[src/rtl/projectile_pool.sv]
// projectile_pool
// Pool of PROJ_COUNT projectile slots for the ranged weapon. A rising edge of
// fire (while ready) spawns a projectile at the weapon origin, aimed at the
// mouse. Every live projectile moves once per frame_tick. It is retired when it
// leaves the screen or when its lifetime runs out. One cycle after each tick the
// stored positions are tested against the boss hitbox. Hitting slots are
// cleared and counted.
//
// Ports
//   clk, rst          clock, synchronous active-high reset
//   frame_tick        one-cycle pulse per video frame
//   game_active       2'b01 while gameplay runs
//   alive, enable     player alive / ranged class selected
//   fire              mouse button level (edge-detected internally)
//   origin_x/y        spawn point (weapon tip), 12 bit
//   target_x/y        mouse position, 12 bit
//   boss_alive        boss present
//   boss_x/y          boss centre, 12 bit
//   pos_x_proj/y      packed slot positions, slot i at [12i+11:12i]
//   proj_active       slot live flags
//   hit_pulse         one-cycle pulse when at least one slot hit the boss
//   hit_count         saturating total of hits
//   ready             a fire edge would be accepted this cycle
module projectile_pool #(
    parameter int PROJ_COUNT      = 4,
    parameter int SPEED           = 8,
    parameter int COOLDOWN_FRAMES = 10,
    parameter int LIFETIME_FRAMES = 90,
    parameter int SCREEN_W        = 1024,
    parameter int SCREEN_H        = 768,
    parameter int HIT_HALF_W      = 40,
    parameter int HIT_HALF_H      = 50
) (
    input  logic                     clk,
    input  logic                     rst,
    input  logic                     frame_tick,
    input  logic [1:0]               game_active,
    input  logic                     alive,
    input  logic                     enable,
    input  logic                     fire,
    input  logic [11:0]              origin_x,
    input  logic [11:0]              origin_y,
    input  logic [11:0]              target_x,
    input  logic [11:0]              target_y,
    input  logic                     boss_alive,
    input  logic [11:0]              boss_x,
    input  logic [11:0]              boss_y,
    output logic [PROJ_COUNT*12-1:0] pos_x_proj,
    output logic [PROJ_COUNT*12-1:0] pos_y_proj,
    output logic [PROJ_COUNT-1:0]    proj_active,
    output logic                     hit_pulse,
    output logic [7:0]               hit_count,
    output logic                     ready
);

    localparam int IDX_W = (PROJ_COUNT > 1) ? $clog2(PROJ_COUNT) : 1;

    typedef enum logic [1:0] {
        IDLE = 2'd0,
        CALC = 2'd1,
        LOAD = 2'd2
    } state_t;

    // Magnitude of a 13-bit two's-complement value.
    function automatic logic [12:0] abs13(input logic [12:0] v);
        abs13 = v[12] ? (13'd0 - v) : v;
    endfunction

    // Number of set bits in a slot flag vector.
    function automatic logic [4:0] count_bits(input logic [PROJ_COUNT-1:0] v);
        count_bits = 5'd0;
        for (int i = 0; i < PROJ_COUNT; i++) begin
            count_bits = count_bits + 5'(v[i]);
        end
    endfunction

    state_t             state_r, state_next_s;
    logic               fire_d_r;
    logic               tick_d_r;
    logic [15:0]        cooldown_r;
    logic signed [12:0] dx_r, dy_r;
    logic [11:0]        ox_r, oy_r;
    logic [7:0]         vx_calc_r, vy_calc_r;
    logic               hit_pulse_r;
    logic [7:0]         hit_count_r;

    logic [11:0]        pos_x_r [PROJ_COUNT];
    logic [11:0]        pos_y_r [PROJ_COUNT];
    logic [7:0]         vel_x_r [PROJ_COUNT];
    logic [7:0]         vel_y_r [PROJ_COUNT];
    logic [7:0]         life_r  [PROJ_COUNT];
    logic [PROJ_COUNT-1:0] active_r;

    logic               run_s, fire_edge_s, any_free_s, ready_s, load_s;
    logic [IDX_W-1:0]   free_idx_s;
    logic [12:0]        mag_x_s, mag_y_s, mag_s;
    logic [3:0]         shift_s;
    logic [7:0]         vx_s, vy_s;
    logic [12:0]        nx_s [PROJ_COUNT];
    logic [12:0]        ny_s [PROJ_COUNT];
    logic [PROJ_COUNT-1:0] retire_s;
    logic [PROJ_COUNT-1:0] hit_s;
    logic [8:0]         hit_sum_s;

    assign run_s       = (game_active == 2'b01) && alive && enable;
    assign fire_edge_s = fire && !fire_d_r;
    assign any_free_s  = !(&active_r);
    assign ready_s     = !rst && run_s && (state_r == IDLE) &&
                         (cooldown_r == 16'd0) && any_free_s;
    assign load_s      = (state_r == LOAD) && run_s && any_free_s;

    // Spawn FSM next-state logic.
    always_comb begin
        state_next_s = state_r;
        case (state_r)
            IDLE: begin
                if (fire_edge_s && ready_s) begin
                    state_next_s = CALC;
                end else begin
                    state_next_s = IDLE;
                end
            end
            CALC: begin
                if (run_s) begin
                    state_next_s = LOAD;
                end else begin
                    state_next_s = IDLE;
                end
            end
            LOAD:    state_next_s = IDLE;
            default: state_next_s = IDLE;
        endcase
    end

    // Spawn FSM state register.
    always_ff @(posedge clk) begin
        if (rst) begin
            state_r <= IDLE;
        end else begin
            state_r <= state_next_s;
        end
    end

    // Velocity: shift the delta right until its larger axis fits within SPEED.
    always_comb begin
        mag_x_s = abs13(dx_r);
        mag_y_s = abs13(dy_r);
        if (mag_x_s >= mag_y_s) begin
            mag_s = mag_x_s;
        end else begin
            mag_s = mag_y_s;
        end
        // Walk downward so the last match is the smallest shift.
        shift_s = 4'd12;
        for (int k = 12; k >= 0; k--) begin
            if ((mag_s >> k) <= 13'(SPEED)) begin
                shift_s = 4'(k);
            end else begin
                shift_s = shift_s;
            end
        end
        if (dx_r == 13'sd0 && dy_r == 13'sd0) begin
            vx_s = 8'(SPEED);
            vy_s = 8'd0;
        end else begin
            vx_s = 8'(dx_r >>> shift_s);
            vy_s = 8'(dy_r >>> shift_s);
        end
    end

    // Lowest-index free slot. The loop runs downward so the last match wins.
    always_comb begin
        free_idx_s = '0;
        for (int i = PROJ_COUNT - 1; i >= 0; i--) begin
            if (!active_r[i]) begin
                free_idx_s = IDX_W'(i);
            end else begin
                free_idx_s = free_idx_s;
            end
        end
    end

    // Per-slot next position, retire decision and boss hit test.
    always_comb begin
        for (int i = 0; i < PROJ_COUNT; i++) begin
            nx_s[i] = {1'b0, pos_x_r[i]} + {{5{vel_x_r[i][7]}}, vel_x_r[i]};
            ny_s[i] = {1'b0, pos_y_r[i]} + {{5{vel_y_r[i][7]}}, vel_y_r[i]};
            retire_s[i] = nx_s[i][12] || (nx_s[i] >= 13'(SCREEN_W)) ||
                          ny_s[i][12] || (ny_s[i] >= 13'(SCREEN_H)) ||
                          (life_r[i] == 8'd1);
            hit_s[i] = active_r[i] && boss_alive &&
                       (abs13({1'b0, pos_x_r[i]} - {1'b0, boss_x}) <= 13'(HIT_HALF_W)) &&
                       (abs13({1'b0, pos_y_r[i]} - {1'b0, boss_y}) <= 13'(HIT_HALF_H));
        end
        hit_sum_s = {1'b0, hit_count_r} + 9'(count_bits(hit_s));
    end

    // Fire edge detector, tick delay for the collision stage, and spawn latches.
    always_ff @(posedge clk) begin
        if (rst) begin
            fire_d_r  <= 1'b0;
            tick_d_r  <= 1'b0;
            dx_r      <= 13'sd0;
            dy_r      <= 13'sd0;
            ox_r      <= 12'd0;
            oy_r      <= 12'd0;
            vx_calc_r <= 8'd0;
            vy_calc_r <= 8'd0;
        end else begin
            fire_d_r <= fire;
            tick_d_r <= frame_tick;
            if (state_r == IDLE && fire_edge_s && ready_s) begin
                dx_r <= {1'b0, target_x} - {1'b0, origin_x};
                dy_r <= {1'b0, target_y} - {1'b0, origin_y};
                ox_r <= origin_x;
                oy_r <= origin_y;
            end
            if (state_r == CALC) begin
                vx_calc_r <= vx_s;
                vy_calc_r <= vy_s;
            end
        end
    end

    // Spawn cooldown counter, counted in frame ticks.
    always_ff @(posedge clk) begin
        if (rst || !run_s) begin
            cooldown_r <= 16'd0;
        end else if (load_s) begin
            cooldown_r <= 16'(COOLDOWN_FRAMES);
        end else if (frame_tick && cooldown_r != 16'd0) begin
            cooldown_r <= cooldown_r - 16'd1;
        end
    end

    // Slot state: spawn, movement on tick, clearing on hit one cycle later.
    always_ff @(posedge clk) begin
        for (int i = 0; i < PROJ_COUNT; i++) begin
            if (rst || !run_s) begin
                pos_x_r[i]  <= 12'd0;
                pos_y_r[i]  <= 12'd0;
                vel_x_r[i]  <= 8'd0;
                vel_y_r[i]  <= 8'd0;
                life_r[i]   <= 8'd0;
                active_r[i] <= 1'b0;
            end else if (load_s && free_idx_s == IDX_W'(i)) begin
                pos_x_r[i]  <= ox_r;
                pos_y_r[i]  <= oy_r;
                vel_x_r[i]  <= vx_calc_r;
                vel_y_r[i]  <= vy_calc_r;
                life_r[i]   <= 8'(LIFETIME_FRAMES);
                active_r[i] <= 1'b1;
            end else if (frame_tick && active_r[i]) begin
                if (retire_s[i]) begin
                    pos_x_r[i]  <= 12'd0;
                    pos_y_r[i]  <= 12'd0;
                    life_r[i]   <= 8'd0;
                    active_r[i] <= 1'b0;
                end else begin
                    pos_x_r[i] <= nx_s[i][11:0];
                    pos_y_r[i] <= ny_s[i][11:0];
                    life_r[i]  <= life_r[i] - 8'd1;
                end
            end else if (tick_d_r && hit_s[i]) begin
                pos_x_r[i]  <= 12'd0;
                pos_y_r[i]  <= 12'd0;
                life_r[i]   <= 8'd0;
                active_r[i] <= 1'b0;
            end
        end
    end

    // Hit pulse and saturating hit counter. The counter holds while not running.
    always_ff @(posedge clk) begin
        if (rst) begin
            hit_pulse_r <= 1'b0;
            hit_count_r <= 8'd0;
        end else if (!run_s) begin
            hit_pulse_r <= 1'b0;
        end else if (tick_d_r) begin
            hit_pulse_r <= |hit_s;
            hit_count_r <= hit_sum_s[8] ? 8'hFF : hit_sum_s[7:0];
        end else begin
            hit_pulse_r <= 1'b0;
        end
    end

    // Pack slot positions onto the output buses.
    always_comb begin
        pos_x_proj = '0;
        pos_y_proj = '0;
        for (int i = 0; i < PROJ_COUNT; i++) begin
            pos_x_proj[12*i +: 12] = pos_x_r[i];
            pos_y_proj[12*i +: 12] = pos_y_r[i];
        end
    end

    assign proj_active = active_r;
    assign hit_pulse   = hit_pulse_r;
    assign hit_count   = hit_count_r;
    assign ready       = ready_s;

endmodule
[config.mk]
export PLATFORM = sky130hd
export DESIGN_NAME = projectile_pool
export DESIGN_NICKNAME = d
export VERILOG_FILES = /design/src/rtl/projectile_pool.sv
export SDC_FILE = /design/constraint.sdc
export NUM_CORES = 1
export LEC_CHECK = 0
export ABC_AREA = 1
export BUFFER_PORTS_ARGS = -buffer_cell sky130_fd_sc_hd__clkbuf_2
export CAP_MARGIN = 20
export CORE_ASPECT_RATIO = 1.5
export CORE_UTILIZATION = 60
export DETAILED_ROUTE_END_ITERATION = 10
export PLACE_DENSITY = 0.8
export SLEW_MARGIN = 20
export SYNTH_ARGS = -nofsm -noshare
export SYNTH_HDL_FRONTEND = slang
export SYNTH_SLANG_ARGS = --single-unit
export TNS_END_PERCENT = 5
[constraint.sdc]
create_clock -name clk -period 6.17 [get_ports clk]
set_clock_uncertainty 0.2 [all_clocks]
set_input_delay 1.234 -clock clk [delete_from_list [all_inputs] [get_ports clk]]
set_output_delay 1.234 -clock clk [all_outputs]
set_load 0.1 [all_outputs]
== After elaboration in Yosys (flattened, before gate mapping) ==
Memory sizes are Yosys's and may differ from the RTL's.
Cells that the tools add are included.

* Input port bits: 81
* Latch bits: 0
* RAM bits: 192
* Output and inout bits: 110
* Register bits: 99
* ROM bits: 0
* Memories: 5

* Magnitude comparators: 29
* Bitwise logic cells: 58
* Shift operators: 2
* Div/mod/pow operators: 0
* Add/subtract/negate cells: 37
* Reductions and logical operators: 79
* Multipliers: 0
* Mux-type cells: 181
* Eq/ne operators: 14

{| class="wikitable"
|+ Memories
! memory !! depth !! bits a word !! read ports !! clocked after Yosys merged registers in !! write ports !! line !! source
|-
| pos_x_r || 4 || 12 || 4 || 0 || 4 || 87 || <nowiki>logic [11:0] pos_x_r [PROJ_COUNT];</nowiki>
|-
| pos_y_r || 4 || 12 || 4 || 0 || 4 || 88 || <nowiki>logic [11:0] pos_y_r [PROJ_COUNT];</nowiki>
|-
| life_r || 4 || 8 || 4 || 0 || 4 || 91 || <nowiki>logic [7:0] life_r [PROJ_COUNT];</nowiki>
|-
| vel_x_r || 4 || 8 || 4 || 0 || 4 || 89 || <nowiki>logic [7:0] vel_x_r [PROJ_COUNT];</nowiki>
|-
| vel_y_r || 4 || 8 || 4 || 0 || 4 || 90 || <nowiki>logic [7:0] vel_y_r [PROJ_COUNT];</nowiki>
|}

{| class="wikitable"
|+ Operators with widths
! operator !! count
|-
| $mux 12 || 32
|-
| $mux 8 || 27
|-
| $mux 13 || 11
|-
| $sub 1x13->13 const A || 10
|-
| $sub 12x12->13 || 10
|-
| $add 12x13->13 || 8
|-
| $le 13x6->1 const B || 8
|-
| $mux 1 || 91
|-
| $or 1x1->1 || 56
|-
| $ge 13x10->1 const B || 4
|-
| $ge 13x11->1 const B || 4
|-
| $mux 4 || 11
|-
| $logic_and 1x1->1 || 38
|-
| $eq 8x1->1 const B || 4
|-
| $sub 8x1->8 const B || 4
|-
| $logic_not 13->1 || 2
|-
| $sshr 13x4->8 || 2
|-
| $logic_or 1x1->1 || 17
|-
| $logic_not 16->1 || 1
|-
| $reduce_bool 16->1 || 1
|-
| $sub 16x1->16 const B || 1
|-
| $ge 13x13->1 || 1
|-
| $le 13x4->1 const B || 1
|-
| $le 12x4->1 const B || 1
|-
| other kinds (30) || 55
|}

== Longest topological paths before layout ==
Gate-level depths: netlist (run 1).

* Depth after elaboration: 19
* Gate-level depth with buffers: 39

== Worst setup path after synthesis (run 1) ==
Ideal clock, no wire load.

* Kind: input to register
* Start point: in boss_x[0]
* End point: reg hit_count_r[3] (netlist: hit_count[3])
* Stages on the path: 25
* Slack: 335 ps
* Data arrival time: 5502 ps
* Data required time: 5838 ps
* Cells stage by stage: ha_1 -> fa_1 -> or2_2 -> o21ai_0 -> nand3_1 -> nand2_1 -> nand2_1 -> nand2_1 -> xor2_1 -> nor3_1 -> or2_2 -> xnor2_1 -> inv_1 -> nor2_1 -> nand2_1 -> nor2_1 -> nand2_1 -> fa_1 -> inv_1 -> fa_1 -> fa_1 -> inv_1 -> nor2_1 -> nand4_1 -> a31oi_1

* Cells in the longest elaborated chain, start to end: 11
* Elaborated cells between the ends (all ways): 29
* Classes of those cells: add/sub (12); order compare (4); mux (5); reduce/logical (8)

{| class="wikitable"
|+ RTL lines
! element !! line !! source
|-
| start: declaration || 46 || <nowiki>input logic [11:0] boss_x,</nowiki>
|-
| $sub 12x12->13 || 192 || <nowiki>(abs13({1'b0, pos_x_r[i]} - {1'b0, boss_x}) <= 13'(HIT_HALF_W)) &&</nowiki>
|-
| $sub 1x13->13 || 66 || <nowiki>abs13 = v[12] ? (13'd0 - v) : v;</nowiki>
|-
| $mux 13 || 66 ||
|-
| $le 13x6->1 || 192 ||
|-
| $logic_and 1x1->1 || 191 || <nowiki>hit_s[i] = active_r[i] && boss_alive &&</nowiki>
|-
| $logic_and 1x1->1 || 192 ||
|-
| $add 1x1->2 || 73 || <nowiki>count_bits = count_bits + 5'(v[i]);</nowiki>
|-
| $add 2x1->3 || 73 ||
|-
| $add 3x1->4 * || 73 ||
|-
| $add 8x4->9 * || 195 || <nowiki>hit_sum_s = {1'b0, hit_count_r} + 9'(count_bits(hit_s));</nowiki>
|-
| $mux 8 * || 282 || <nowiki>hit_count_r <= hit_sum_s[8] ? 8'hFF : hit_sum_s[7:0];</nowiki>
|-
| end signal: assignment || 282 ||
|-
| end: declaration || 85 || <nowiki>logic [7:0] hit_count_r;</nowiki>
|}

Mark *: on every way between the ends. The rest lies on a longest branch, timed or not.
A chain may end at the register's enable or synchronous reset.

== Worst setup path in the final report (run 1) ==
* Start point: in boss_x[0]
* End point: reg hit_count_r[7] (netlist: hit_count[7])

The elaborated chain is that of the path after synthesis.

==> metrics.txt, run 1 <==
# TYPE chip_impl_metric gauge
chip_impl_info{name="run_status",value="finished clean"} 1
chip_impl_metric{name="io-pin-count",unit=""} 191
chip_impl_metric{name="detail_route.drc_violations",unit=""} 0
chip_impl_metric{name="power_leakage",unit="nW"} 14.6
chip_impl_metric{name="yosysSeqAreaShare",unit=""} 0.303
chip_impl_info{name="setup.worst_path.start_class",value="input port"} 1
chip_impl_metric{name="timing.slew.headroom",unit=""} 0.304
chip_impl_metric{name="ys_seq_elements",unit=""} 291
chip_impl_metric{name="total_of_max_cap_violations",unit=""} 0
chip_impl_info{name="cp-end-kind",value="flip-flop"} 1
chip_impl_metric{name="antenna_found_initial",unit=""} 1
chip_impl_info{name="critical_path_class",value="in2reg"} 1
chip_impl_info{name="cp_slowest_cell",value="sky130_fd_sc_hd__fa_1"} 1
chip_impl_metric{name="start_util",unit=""} 0.609
chip_impl_info{name="synth_largest_area_cell",value="sky130_fd_sc_hd__edfxtp_1"} 1
chip_impl_metric{name="worstPathRequired",unit="ns"} 6.41
chip_impl_metric{name="clk-insertion-delay-late",unit="ns"} 0.59
chip_impl_metric{name="num_vias",unit=""} 25400
chip_impl_metric{name="routed_wire_length_per_instance",unit="µm"} 17.7
chip_impl_metric{name="layout.nets",unit=""} 4162
chip_impl_metric{name="layout-drive-gt1-share",unit=""} 0.115
chip_impl_metric{name="post-route-min-period",unit="ns"} 5.76
chip_impl_metric{name="power",unit="mW"} 5.31
chip_impl_metric{name="grt_start_max_net_pins",unit=""} 48
chip_impl_metric{name="synthCells",unit=""} 3537
chip_impl_metric{name="clockBufferDepth",unit=""} 3
chip_impl_metric{name="dieArea",unit="µm²"} 43500
chip_impl_metric{name="finalSetupViolations",unit=""} 0
chip_impl_metric{name="detail-route-antenna-nets",unit=""} 0
chip_impl_metric{name="die_boundary_width",unit="µm"} 171
chip_impl_metric{name="dpl.cell_count",unit=""} 4352
chip_impl_metric{name="finalNonFillerCells",unit=""} 4407
chip_impl_metric{name="htree_num_levels",unit=""} 1
chip_impl_metric{name="final.period_utilization",unit=""} 0.934
chip_impl_metric{name="detail_route.vias_per_cell",unit=""} 5.77
chip_impl_metric{name="grt_total_usage",unit=""} 0.359
chip_impl_metric{name="yosysWarnings",unit=""} 0
chip_impl_metric{name="cts-buffers-inserted",unit=""} 29
chip_impl_metric{name="io_buffers",unit=""} 190
chip_impl_metric{name="timing_hold_violations_final",unit=""} 0
chip_impl_metric{name="achievable-frequency",unit="MHz"} 174
chip_impl_metric{name="power_switching_share",unit=""} 0.326
chip_impl_metric{name="global_route.overflow_total",unit=""} 0
chip_impl_info{name="synth.top_cells.by_area",value="sky130_fd_sc_hd__edfxtp_1 (23%), sky130_fd_sc_hd__ha_1 (12%), sky130_fd_sc_hd__nand2_1 (11%), sky130_fd_sc_hd__dfxtp_1 (7.7%), sky130_fd_sc_hd__inv_1 (7.1%)"} 1
chip_impl_metric{name="maxSlewViolCount",unit=""} 0
chip_impl_info{name="yosys.cell_count.top_type",value="sky130_fd_sc_hd__nand2_1"} 1
chip_impl_metric{name="timing.critical_path.fanout_max",unit=""} 5
chip_impl_metric{name="vdd_ir_drop_max",unit="mV"} 0.238
chip_impl_metric{name="global_route_wire_length_before_repair",unit="mm"} 121
chip_impl_metric{name="synthToLayoutAreaGrowth",unit="%"} 12.9
chip_impl_metric{name="crit_arrival",unit="ns"} 6.01
chip_impl_metric{name="async_reset_ff_frac",unit=""} 0
chip_impl_metric{name="syn-num-nets",unit=""} 3880
chip_impl_metric{name="floorplan.core_area",unit="µm²"} 42000
chip_impl_metric{name="routabilityCongestion",unit=""} 0.974
chip_impl_metric{name="sequential_share_of_power",unit=""} 0.398
chip_impl_metric{name="crit_path_max_incr_delay",unit="ns"} 0.52
chip_impl_metric{name="vias_in_the_first_global_route",unit=""} 24800
chip_impl_metric{name="post_synth_num_cell_types",unit=""} 59
chip_impl_metric{name="clk_pin_slew_worst_paths",unit="ns"} 0.06
chip_impl_metric{name="drt_pass1_iterations",unit=""} 8
chip_impl_metric{name="numClockSinks",unit=""} 291
chip_impl_metric{name="die_y",unit="µm"} 255
chip_impl_info{name="yosys_most_used_dff",value="sky130_fd_sc_hd__edfxtp_1"} 1
chip_impl_metric{name="synth.avg_cell_area",unit="µm²"} 7.24
chip_impl_metric{name="synth_top_cell_area_share",unit=""} 0.225
chip_impl_metric{name="hold_slack",unit="ns"} 0.269
chip_impl_metric{name="synth_enable_flop_cells",unit=""} 192
chip_impl_metric{name="net-switching-power",unit="mW"} 1.73
chip_impl_metric{name="power_internal",unit="mW"} 3.57
chip_impl_metric{name="dp.final_hpwl",unit="mm"} 62.8
chip_impl_metric{name="postCtsSetupRepairBufs",unit=""} 0
chip_impl_info{name="min-delay-path-class",value="reg2reg"} 1
chip_impl_metric{name="standard_cell_rows",unit=""} 92
chip_impl_info{name="ctsRootBufferMaster",value="sky130_fd_sc_hd__clkbuf_16"} 1
chip_impl_metric{name="worstMarginPinSlew",unit="ns"} 1.04
chip_impl_info{name="grt_setup_unrepaired",value="false"} 1
chip_impl_metric{name="drt-initial-drc-count",unit=""} 1679
chip_impl_metric{name="fin_setup_tns",unit="ns"} 0
chip_impl_metric{name="clock_power_share",unit=""} 0.345
chip_impl_metric{name="route.final.wire_length",unit="mm"} 78.2
chip_impl_info{name="cts_tree",value="built"} 1
chip_impl_metric{name="p_per_area",unit="nW/µm²"} 183
chip_impl_metric{name="syn_area",unit="µm²"} 25600
chip_impl_info{name="worst_path_most_repeated_cell",value="sky130_fd_sc_hd__nand2_1"} 1
chip_impl_info{name="synth.top_cells.by_count",value="sky130_fd_sc_hd__nand2_1 (720), sky130_fd_sc_hd__inv_1 (485), sky130_fd_sc_hd__nor2_1 (360), sky130_fd_sc_hd__a21oi_1 (302), sky130_fd_sc_hd__nand3_1 (271)"} 1
chip_impl_metric{name="power.combinational.fraction",unit=""} 0.257
-- worst paths after layout --
kind | start | endpoint | slack, ns | cells after the start
min reg2reg | vx_calc_r[6] | vx_calc_r[6] | 0.27 | 2
min | vx_calc_r[6] | vx_calc_r[6] | 0.27 | 2
max reg2reg | pos_x_r[2][0] | hit_count[7] | 0.70 | 31
max | boss_x[0] | hit_count[7] | 0.41 | 31
-- cell type report --
cell class,instances,area [µm²]
clock buffers,41,863
well taps,564,706
clock inverters,13,111
inverters,503,1890
flip-flops and latches,291,7750
repair buffers,323,1950
multi-input cells,2671,15600
fillers,3607,13100
diodes,1,2.50
-- per-stage QoR --
stage,worst slack [ns],utilization,instance area [µm²]
global placement,-0.177,0.665,27900
CTS,0.338,0.688,28900
global route,0.00534,0.688,28900
finish,0.407,0.688,28900
floorplan,0.335,-,25600
detailed placement,-0.246,0.665,27900
-- critical path, delay by kind of cell --
kind,cells,cell delay (ns)
AOI/OAI and AO/OA,4,0.45
adders and majority gates,5,1.94
buffers and inverters,6,0.69
and+or+nand+nor,16,1.67
-- routing by layer --
metal  up-vias  global-route usage  routed length [µm]
met5         -                   0                   0
met4         0               0.236                5400
met3       314              0.0529                5680
met2      1018               0.676               40200
met1     11800               0.366               26900
li1      12300                   -                   -
-- layout by cell type, fill, tap and decap left out, types with 13 or more instances in the layout --
master                      count
sky130_fd_sc_hd__o21ai_0      200
sky130_fd_sc_hd__or2_2         20
sky130_fd_sc_hd__nand2_1      720
sky130_fd_sc_hd__buf_4        133
sky130_fd_sc_hd__xor2_1       183
sky130_fd_sc_hd__nand4_1       52
sky130_fd_sc_hd__dfxtp_1       99
sky130_fd_sc_hd__a31oi_1       16
sky130_fd_sc_hd__inv_2         17
sky130_fd_sc_hd__ha_1         241
sky130_fd_sc_hd__inv_1        485
sky130_fd_sc_hd__nand3_1      271
sky130_fd_sc_hd__a21o_1        13
sky130_fd_sc_hd__fa_1          20
sky130_fd_sc_hd__a21oi_1      302
sky130_fd_sc_hd__nor3_1        52
sky130_fd_sc_hd__xnor2_1       63
sky130_fd_sc_hd__edfxtp_1     192
sky130_fd_sc_hd__clkbuf_2     190
sky130_fd_sc_hd__o21bai_1      31
sky130_fd_sc_hd__clkbuf_16     31
sky130_fd_sc_hd__nor2_1       359
-- state kept, by name, summed over array words and instances, names as in the netlist --
| register | flops |
|---|---|
| pos_x_r | 48 |
| pos_y_r | 48 |
| life_r | 32 |
| vel_x_r | 32 |
| vel_y_r | 32 |
| cooldown_r | 16 |
| dx_r | 13 |
| dy_r | 13 |
| ox_r | 12 |
| oy_r | 12 |
| hit_count | 8 |
| vx_calc_r | 8 |
| vy_calc_r | 8 |
| proj_active | 4 |
| state_r | 2 |
| fire_d_r | 1 |
| hit_pulse | 1 |
| tick_d_r | 1 |
-- what timing repair did --
item,CTS,global route
setup endpoints to repair,0,7
resized for setup,0,4
hold buffers,0,0
-- power by group through the flow --
stage | clock, mW | sequential (mW) | combinational (mW)
2_1_floorplan | 0 | 2.22 | 0.952
3_3_place_gp | 0 | 2.15 | 1.32
3_5_place_dp | 0 | 2.16 | 1.33
4_1_cts | 1.83 | 2.11 | 1.34
5_1_grt | 1.91 | 2.11 | 1.50
6_report | 1.83 | 2.11 | 1.36
-- logic make-up after synthesis --
| group | Yosys count | synth area share |
|---|---|---|
| adder cells (fa/ha/maj) | 262 | 0.134 |
| XOR/XNOR | 246 | 0.0841 |
| AO/OA/AOI/OAI | 632 | 0.137 |
| flip-flops | 291 | 0.303 |
| AND/OR/NAND/NOR | 1531 | 0.255 |
| buffers and inverters | 575 | 0.0871 |
No activity file was read; power rests on OpenSTA's default activity.
==> inputs of run 2 (changes only) <==
BUFFER_PORTS_ARGS = -buffer_cell sky130_fd_sc_hd__buf_2   (was -buffer_cell sky130_fd_sc_hd__clkbuf_2)
CTS_BUF_LIST = sky130_fd_sc_hd__clkbuf_2 sky130_fd_sc_hd__clkbuf_4 sky130_fd_sc_hd__clkbuf_8   (was default)
GPL_TIMING_DRIVEN = 0   (was default)
==> metrics.txt, run 2 (same netlist as run 1, synthesis figures left out) <==
# TYPE chip_impl_metric gauge
chip_impl_metric{name="layout.nets",unit=""} 4120
chip_impl_metric{name="finalSetupViolations",unit=""} 0
chip_impl_info{name="worst_r2r_startpoint",value="pos_y_r[0][1]"} 1
chip_impl_metric{name="io-pin-count",unit=""} 191
chip_impl_metric{name="timing.slew.headroom",unit=""} 0.305
chip_impl_metric{name="standard_cell_rows",unit=""} 92
chip_impl_info{name="most-common-layout-cells",value="sky130_fd_sc_hd__nand2_1 (718), sky130_fd_sc_hd__inv_1 (482), sky130_fd_sc_hd__nor2_1 (360)"} 1
chip_impl_metric{name="route.final.wire_length",unit="mm"} 83.7
chip_impl_info{name="min-delay-path-class",value="reg2reg"} 1
chip_impl_metric{name="detail_route.drc_violations",unit=""} 0
chip_impl_metric{name="dpl.cell_count",unit=""} 4293
chip_impl_metric{name="fillers",unit=""} 3776
chip_impl_info{name="layout.cells.most_common",value="sky130_fd_sc_hd__nand2_1"} 1
chip_impl_metric{name="routed_wire_length_per_instance",unit="µm"} 19.1
chip_impl_info{name="r2r_end",value="hit_count[4]"} 1
chip_impl_metric{name="io_buffers",unit=""} 189
chip_impl_metric{name="rrSetupSlack",unit="ns"} 0.65
chip_impl_metric{name="grt_start_max_net_pins",unit=""} 33
chip_impl_metric{name="drt-initial-drc-count",unit=""} 1603
chip_impl_metric{name="hold_path_depth",unit=""} 2
chip_impl_metric{name="achievable-frequency",unit="MHz"} 167
chip_impl_info{name="worst_path_most_repeated_cell",value="sky130_fd_sc_hd__inv_1"} 1
chip_impl_metric{name="vias_in_the_first_global_route",unit=""} 24700
chip_impl_metric{name="crit_path_max_incr_delay",unit="ns"} 0.54
chip_impl_metric{name="timing.critical_path.fanout_max",unit=""} 7
chip_impl_metric{name="final_core_area_utilization",unit=""} 0.675
chip_impl_metric{name="dp.final_hpwl",unit="mm"} 68.3
chip_impl_metric{name="final.period_utilization",unit=""} 0.972
chip_impl_info{name="crit_end",value="hit_count[4]"} 1
chip_impl_metric{name="htree_num_levels",unit=""} 2
chip_impl_metric{name="global_route.overflow_total",unit=""} 0
chip_impl_metric{name="numClockSinks",unit=""} 291
chip_impl_metric{name="path_depth",unit=""} 26
chip_impl_metric{name="timing_hold_violations_final",unit=""} 0
chip_impl_metric{name="die_y",unit="µm"} 255
chip_impl_metric{name="detail-route-antenna-nets",unit=""} 0
chip_impl_info{name="setup.worst_path.start_class",value="input port"} 1
chip_impl_metric{name="num_vias",unit=""} 25200
chip_impl_metric{name="holdBufCountCts",unit=""} 0
chip_impl_metric{name="floorplan.core_area",unit="µm²"} 42000
chip_impl_metric{name="clockBufferDepth",unit=""} 3
chip_impl_info{name="critical_path_class",value="in2reg"} 1
chip_impl_metric{name="post-route-min-period",unit="ns"} 5.99
chip_impl_metric{name="die_boundary_width",unit="µm"} 171
chip_impl_metric{name="drt_pass1_iterations",unit=""} 7
chip_impl_metric{name="worstMarginPinSlew",unit="ns"} 1.04
chip_impl_metric{name="start_util",unit=""} 0.609
chip_impl_info{name="cp-end-kind",value="flip-flop"} 1
chip_impl_metric{name="p_per_area",unit="nW/µm²"} 182
chip_impl_metric{name="dieArea",unit="µm²"} 43500
chip_impl_metric{name="synthToLayoutAreaGrowth",unit="%"} 10.8
chip_impl_info{name="leading_registers_by_flop_count",value="pos_x_r x48, pos_y_r x48"} 1
chip_impl_metric{name="grt_total_usage",unit=""} 0.381
chip_impl_info{name="cp_slowest_cell",value="sky130_fd_sc_hd__fa_1"} 1
chip_impl_info{name="run_status",value="finished clean"} 1
chip_impl_metric{name="power_leakage",unit="nW"} 14.3
chip_impl_metric{name="layout-drive-gt1-share",unit=""} 0.0982
chip_impl_metric{name="worstRegToRegCells",unit=""} 25
chip_impl_metric{name="total_of_max_cap_violations",unit=""} 0
chip_impl_metric{name="clk-insertion-delay-late",unit="ns"} 0.61
chip_impl_info{name="ctsRootBufferMaster",value="sky130_fd_sc_hd__clkbuf_8"} 1
chip_impl_metric{name="detail_route.vias_per_cell",unit=""} 5.76
chip_impl_metric{name="crit_buf_inv",unit=""} 7
chip_impl_metric{name="clk_pin_slew_worst_paths",unit="ns"} 0.07
chip_impl_metric{name="cts-buffers-inserted",unit=""} 44
chip_impl_metric{name="routabilityCongestion",unit=""} 1.03
chip_impl_metric{name="finalNonFillerCells",unit=""} 4379
chip_impl_metric{name="antenna_found_initial",unit=""} 7
chip_impl_metric{name="worstPathRequired",unit="ns"} 6.41
chip_impl_metric{name="global_route_wire_length_before_repair",unit="mm"} 125
chip_impl_metric{name="maxSlewViolCount",unit=""} 0
chip_impl_info{name="cts_tree",value="built"} 1
chip_impl_metric{name="vdd_ir_drop_max",unit="mV"} 0.136
chip_impl_metric{name="fin_setup_tns",unit="ns"} 0
chip_impl_info{name="worst_setup_path_startpoint",value="boss_x[3]"} 1
chip_impl_info{name="critical_path.top_delay_family",value="adder cells"} 1
chip_impl_metric{name="crit_arrival",unit="ns"} 6.23
[run 2: repair_timing]
action	CTS	global route
resized for setup	2	26
buffers inserted	0	2
endpoints found under the setup margin	4	8
[run 2: worst register-to-register path, cell delays in order (launching register included)]
cell	delay (ns)
sky130_fd_sc_hd__edfxtp_1	0.52
sky130_fd_sc_hd__inv_1	0.19
sky130_fd_sc_hd__fa_1	0.46
sky130_fd_sc_hd__nor2_1	0.11
sky130_fd_sc_hd__o21ai_0	0.10
sky130_fd_sc_hd__nand2_1	0.12
sky130_fd_sc_hd__nand2_1	0.07
sky130_fd_sc_hd__and2_1	0.17
sky130_fd_sc_hd__nand3b_1	0.20
sky130_fd_sc_hd__nor2_1	0.18
sky130_fd_sc_hd__nand4_1	0.14
sky130_fd_sc_hd__nand2_1	0.11
sky130_fd_sc_hd__xnor2_1	0.12
sky130_fd_sc_hd__nand3_1	0.11
sky130_fd_sc_hd__nor3_1	0.14
sky130_fd_sc_hd__nand4_1	0.10
sky130_fd_sc_hd__nor2_1	0.20
sky130_fd_sc_hd__inv_1	0.18
sky130_fd_sc_hd__fa_1	0.54
sky130_fd_sc_hd__inv_1	0.05
sky130_fd_sc_hd__fa_1	0.45
sky130_fd_sc_hd__fa_1	0.37
sky130_fd_sc_hd__inv_1	0.10
sky130_fd_sc_hd__nor2_1	0.09
sky130_fd_sc_hd__nand4_1	0.20
sky130_fd_sc_hd__a31oi_1	0.11
[run 2: worst min-delay path by stage]
stage / start / to / slack [ns]
4_1_cts: cooldown_r[0] / cooldown_r[0] / 0.27
3_3_place_gp: vx_calc_r[5] / vx_calc_r[5] / 0.25
6_report: cooldown_r[0] / cooldown_r[0] / 0.27
5_1_grt: vy_calc_r[1] / vy_calc_r[1] / 0.29
3_5_place_dp: cooldown_r[0] / cooldown_r[0] / 0.26
2_1_floorplan: cooldown_r[0] / cooldown_r[0] / 0.24
[run 2: area by class of cell]
type,instances,area (µm²),area share
diodes,5,12.5,0.000441
inverters,503,1900,0.0668
clock inverters,14,60.1,0.00212
multi-input cells,2671,15700,0.554
well taps,564,706,0.0249
plain buffers,72,348,0.0123
clock buffers,65,813,0.0287
flip-flops and latches,291,7750,0.273
repair buffers,194,1060,0.0372
[run 2: where the power goes]
part / leakage, nW / total, mW / switching, mW / internal (mW)
logic: 10.7 / 1.40 / 0.945 / 0.454
registers: 3.13 / 2.11 / 0.0296 / 2.08
clock network: 0.461 / 1.66 / 0.822 / 0.842
[run 2: metal layers]
metal	share of wire	wire, µm	up-vias	global-route usage
met4	0.11	8800	4	0.369
met3	0.063	5290	419	0.0603
met2	0.51	42400	986	0.703
li1	-	-	12300	-
met5	0.00031	26	-	0
met1	0.33	27300	11500	0.352
[run 2: stage by stage]
stage	area, µm²	power, mW	setup WS [ns]	hold WS, ns
floorplan	25600	3.17	0.335	0.245
global placement	27300	3.51	-0.605	0.252
detailed placement	27400	3.52	-0.631	0.255
CTS	28200	5.14	0.0370	0.266
global route	28400	5.37	-0.0670	0.286
finish	28400	5.18	0.175	0.265
